==> config.mk <==
export PLATFORM = sky130hd
export DESIGN_NAME = digit_entry_shaper
export DESIGN_NICKNAME = d
export VERILOG_FILES = /design/src/rtl/digit_entry_shaper.sv
export SDC_FILE = /design/constraint.sdc
export NUM_CORES = 1
export LEC_CHECK = 0
export ABC_CLOCK_PERIOD_IN_PS = 1850
export CORE_ASPECT_RATIO = 1.4
export CORE_UTILIZATION = 50
export DETAILED_ROUTE_END_ITERATION = 8
export MAX_ROUTING_LAYER = met4
export PLACE_DENSITY_LB_ADDON = 0.08
export SYNTH_ARGS = -nofsm -noshare
export SYNTH_HDL_FRONTEND = slang
export SYNTH_SLANG_ARGS = --single-unit
==> constraint.sdc <==
create_clock -name Clk -period 1.85 [get_ports Clk]
set_clock_uncertainty 0.05 [all_clocks]
set_input_delay 0.2775 -clock Clk [delete_from_list [all_inputs] [get_ports Clk]]
set_output_delay 0.2775 -clock Clk [all_outputs]
set_load 0.02 [all_outputs]
==> src/rtl/digit_entry_shaper.sv <==
// Pushbutton/switch front end: synchronize, debounce, capture switches once per press, strobe load.
// Define DIGIT_RANGE_CHECK_EN to turn captures of 10..15 into an Err_Out strobe instead of a load.
module digit_entry_shaper #(
    parameter int unsigned DEBOUNCE_CYCLES = 250000,
    parameter int unsigned CNT_W           = 20
) (
    input  logic       Clk,
    input  logic       Rst,
    input  logic       Btn_In,
    input  logic [3:0] Sw_In,
    output logic [3:0] Digit_Out,
    output logic       Load_Out,
    output logic       Err_Out
);

    localparam logic [CNT_W-1:0] CntMax = CNT_W'(DEBOUNCE_CYCLES - 1);

    typedef enum logic [0:0] {
        StIdle,
        StWaitRelease
    } state_e;

    logic             btn_meta_q;
    logic             btn_s_q;
    logic [3:0]       sw_meta_q;
    logic [3:0]       sw_s_q;
    logic             btn_stable_q;
    logic             btn_stable_d;
    logic [CNT_W-1:0] cnt_q;
    logic [CNT_W-1:0] cnt_d;
    state_e           state_q;
    state_e           state_d;
    logic [3:0]       digit_q;
    logic [3:0]       digit_d;
    logic             load_q;
    logic             load_d;
`ifdef DIGIT_RANGE_CHECK_EN
    logic             err_q;
    logic             err_d;
`endif

    // Button idles high (released), so its synchronizer resets to 1.
    always_ff @(posedge Clk or negedge Rst) begin
        if (!Rst) begin
            btn_meta_q <= 1'b1;
            btn_s_q    <= 1'b1;
            sw_meta_q  <= 4'h0;
            sw_s_q     <= 4'h0;
        end else begin
            btn_meta_q <= Btn_In;
            btn_s_q    <= btn_meta_q;
            sw_meta_q  <= Sw_In;
            sw_s_q     <= sw_meta_q;
        end
    end

    // A new level is accepted only after it holds for DEBOUNCE_CYCLES consecutive cycles.
    always_comb begin
        btn_stable_d = btn_stable_q;
        cnt_d        = cnt_q;
        if (btn_s_q == btn_stable_q) begin
            cnt_d = '0;
        end else if (cnt_q == CntMax) begin
            btn_stable_d = btn_s_q;
            cnt_d        = '0;
        end else begin
            cnt_d = cnt_q + CNT_W'(1);
        end
    end

    always_ff @(posedge Clk or negedge Rst) begin
        if (!Rst) begin
            btn_stable_q <= 1'b1;
            cnt_q        <= '0;
        end else begin
            btn_stable_q <= btn_stable_d;
            cnt_q        <= cnt_d;
        end
    end

    always_comb begin
        state_d = state_q;
        digit_d = digit_q;
        load_d  = 1'b0;
`ifdef DIGIT_RANGE_CHECK_EN
        err_d   = 1'b0;
`endif
        unique case (state_q)
            StIdle: begin
                if (!btn_stable_q) begin
                    state_d = StWaitRelease;
`ifdef DIGIT_RANGE_CHECK_EN
                    if (sw_s_q > 4'd9) begin
                        err_d = 1'b1;
                    end else begin
                        load_d  = 1'b1;
                        digit_d = sw_s_q;
                    end
`else
                    load_d  = 1'b1;
                    digit_d = sw_s_q;
`endif
                end
            end
            StWaitRelease: begin
                if (btn_stable_q) begin
                    state_d = StIdle;
                end
            end
            default: state_d = StIdle;
        endcase
    end

    always_ff @(posedge Clk or negedge Rst) begin
        if (!Rst) begin
            state_q <= StIdle;
            digit_q <= 4'h0;
            load_q  <= 1'b0;
        end else begin
            state_q <= state_d;
            digit_q <= digit_d;
            load_q  <= load_d;
        end
    end

`ifdef DIGIT_RANGE_CHECK_EN
    always_ff @(posedge Clk or negedge Rst) begin
        if (!Rst) begin
            err_q <= 1'b0;
        end else begin
            err_q <= err_d;
        end
    end

    assign Err_Out = err_q;
`else
    assign Err_Out = 1'b0;
`endif

    assign Digit_Out = digit_q;
    assign Load_Out  = load_q;

endmodule

==> reports/metrics.cfg <==
[critical_path]
worstPathMaxFanout = 5
worst-endpoint-arrival_ns = 1.95
critical_path_depth = 4
path_delay_family = simple AND/OR/NAND/NOR gates
cp_slowest_stage_delay_ns = 0.56
r2r-end = cnt_q[19]
r2r-start = cnt_q[3]
r2r_cells = 4
crit_type = reg2reg
critPathBufInv = 0
crit_chain = nand4_2 -> or4_4 -> or3_1 -> a21oi_1
end_kind = flip-flop
r2r_setup_slack_ns = 0.06
worst-endpoint-required_ns = 2.01
crit_slowest_cell = or4_4
critPathLaunch = cnt_q[3]
startpoint_type = flip-flop

[final_layout]
num-nets-final = 163
final_cell_mix = dfrtp_1 (33), nor2_1 (20), xnor2_1 (12)
syn_to_final_growth_pct = 22.34
regArea_um2 = 930.9
multiInputGateArea_um2 = 558.0
diodes = 0
final_common_cell = dfrtp_1
drive_gt1_share_pct = 20.51
fillerInstances = 235

[floorplan]
num_rows = 23
dieArea_mm2 = 0.003239
die-width_um = 48.39
die_y_um = 66.95
coreArea_mm2 = 0.002878
ios = 13
initial_core_util_pct = 52.35

[placed_design]
gp_congestion = 0.8212
hpwl_um = 1774
portBuffers = 11

[synth]
ys_ff_latch = 37
syn_nets = 137
synth_async_sr_flop_share_pct = 100.0
synth_seq_area_share_pct = 61.71
synthTopCellsByArea = dfrtp_1 (56%), xnor2_1 (7.0%), dfstp_2 (5.2%)
ys.flop_type = dfrtp_1
syn_avg_cell_area_um2 = 11.68
synth.top_cell.area_share_pct = 56.48
synth_edf_count = 0
synth-warning-count = 0
synthCells = 129
yosysTopAreaCell = dfrtp_1
synth.distinct_cells = 28
synth_area_mm2 = 0.001506

[hold_path]
hold_depth = 0
hold_path_end = sw_s_q[0]
min-delay-start = sw_meta_q[0]
worst_hold_path_type = reg2reg

[clock_network]
clkLatencyLatePin_ns = 0.29
cts_tree = yes
post_cts_buffers = 0
post_cts_resized = 0
cts_hold_buf = 0
clkSinkCount = 37
cts-root-buf = clkbuf_8
cts_max_path_buffers = 2
htreeDepth = 2
cts_made_buffers = 5
clk_pin_slew_ns = 0.07

[global_route]
grt-ovfl-total = 0
grt_pass1_vias = 993
grtUsageTotal_pct = 19.68
grt_pass1_wl_um = 4567
grt_antenna_before_repair = 0
grt_max_degree = 38

[timing]
hold_violations = 0
holdWs_ns = 0.3003
timing_max_transition_violations_final = 0
fmax_ghz = 0.5596
setup_viol = 0
tns_ns = 0
layout_min_cycle_time_ns = 1.787
finalCritPeriodShare_pct = 96.59
rsz0062_at_grt = false

[outcome]
outcome = complete, no violations

[power]
vdd_drop_max_v = 0.0006199
leakagePower_nw = 0.7875
power_density_mw_per_mm2 = 840.5

[detailed_routing]
drcViolationCount = 0
wire_per_inst_um = 13.46
drt-initial-drc-count = 13
vias = 1012
vias_per_cell = 5.244
routed_wl_um = 2597
ant_nets = 0
first_pass_iters = 4

[run]
cap_violations = 0

worst max path at each step:
| stage | end |
|---|---|
| floorplan | cnt_q[10] |
| global placement | cnt_q[18] |
| detailed placement | cnt_q[19] |
| CTS | cnt_q[19] |
| global route | cnt_q[19] |
| finish | cnt_q[19] |
stage by stage:
step | setup WS, ns | util [%] | total power [mW] | instances | cell area (µm²)
finish | 0.06310 | 64.04 | 1.549 | 193 | 1843
global route | 0.003182 | 64.04 | 1.611 | 193 | 1843
CTS | 0.06439 | 63.70 | 1.565 | 193 | 1833
detailed placement | 0.09963 | 59.96 | 0.9020 | 185 | 1725
global placement | 0.1115 | 59.96 | 0.9002 | 185 | 1725
floorplan | 0.1044 | - | 0.8669 | 129 | 1506
synth_stat cells, types with 2 or more instances:
cell	number
dfrtp_1	34
nand4_2	2
nor2_1	21
nor3_1	6
mux2_2	5
nor4_1	4
dfstp_2	3
xnor2_1	12
or3_1	2
a21oi_1	2
nand3_1	5
inv_1	4
nand2_1	6
o21ai_0	3
nand4_1	4
xor2_1	4
kinds of logic after synthesis:
group | after synthesis | share of synthesized area (%)
AND/OR/NAND/NOR | 56 | 19.44
flip-flops | 37 | 61.71
XOR/XNOR | 16 | 9.302
AO/OA/AOI/OAI | 6 | 2.242
multiplexers | 6 | 4.402
buffers and inverters | 6 | 1.827
adder cells (fa/ha/maj) | 1 | 0.8304
other | 1 | 0.2489
worst reg2reg max path: cells and delay by family, from the launching register on:
kind | cells | cell delay [ns]
and+or+nand+nor | 3 | 1.07
DFF | 1 | 0.45
AOI/OAI and AO/OA | 1 | 0.14
flip-flops by register name, indices dropped and copies added (netlist names):
signal and count:
state_q 1, btn_meta_q 1, btn_s_q 1, Load_Out 1, sw_meta_q 4, Digit_Out 4
cnt_q 20, btn_stable_q 1, sw_s_q 4
layer usage:
layer / share of wire, % / track usage [%] / vias up
li1: - / - / 488
met1: 43 / 21.69 / 511
met3: 2.8 / 5.479 / 4
met5: 0 / - / -
met4: 1.5 / 8.824 / 0
met2: 53 / 33.45 / 9
report_power, final:
| group | leakage [nW] | switching (mW) | internal, mW |
|---|---|---|---|
| sequential | 0.479 | 0.00800 | 0.827 |
| combinational | 0.254 | 0.0297 | 0.0211 |
| clock | 0.0552 | 0.264 | 0.399 |
| total | 0.787 | 0.301 | 1.25 |
layout make-up:
cell class,instances,area share (%)
inverters,4,0.8147
multi-input cells,86,30.28
well taps,37,2.512
clock inverters,2,1.901
repair buffers,21,10.05
clock buffers,6,3.938
flip-flops and latches,37,50.51
Note: power is estimated with default switching activity, not from simulation.
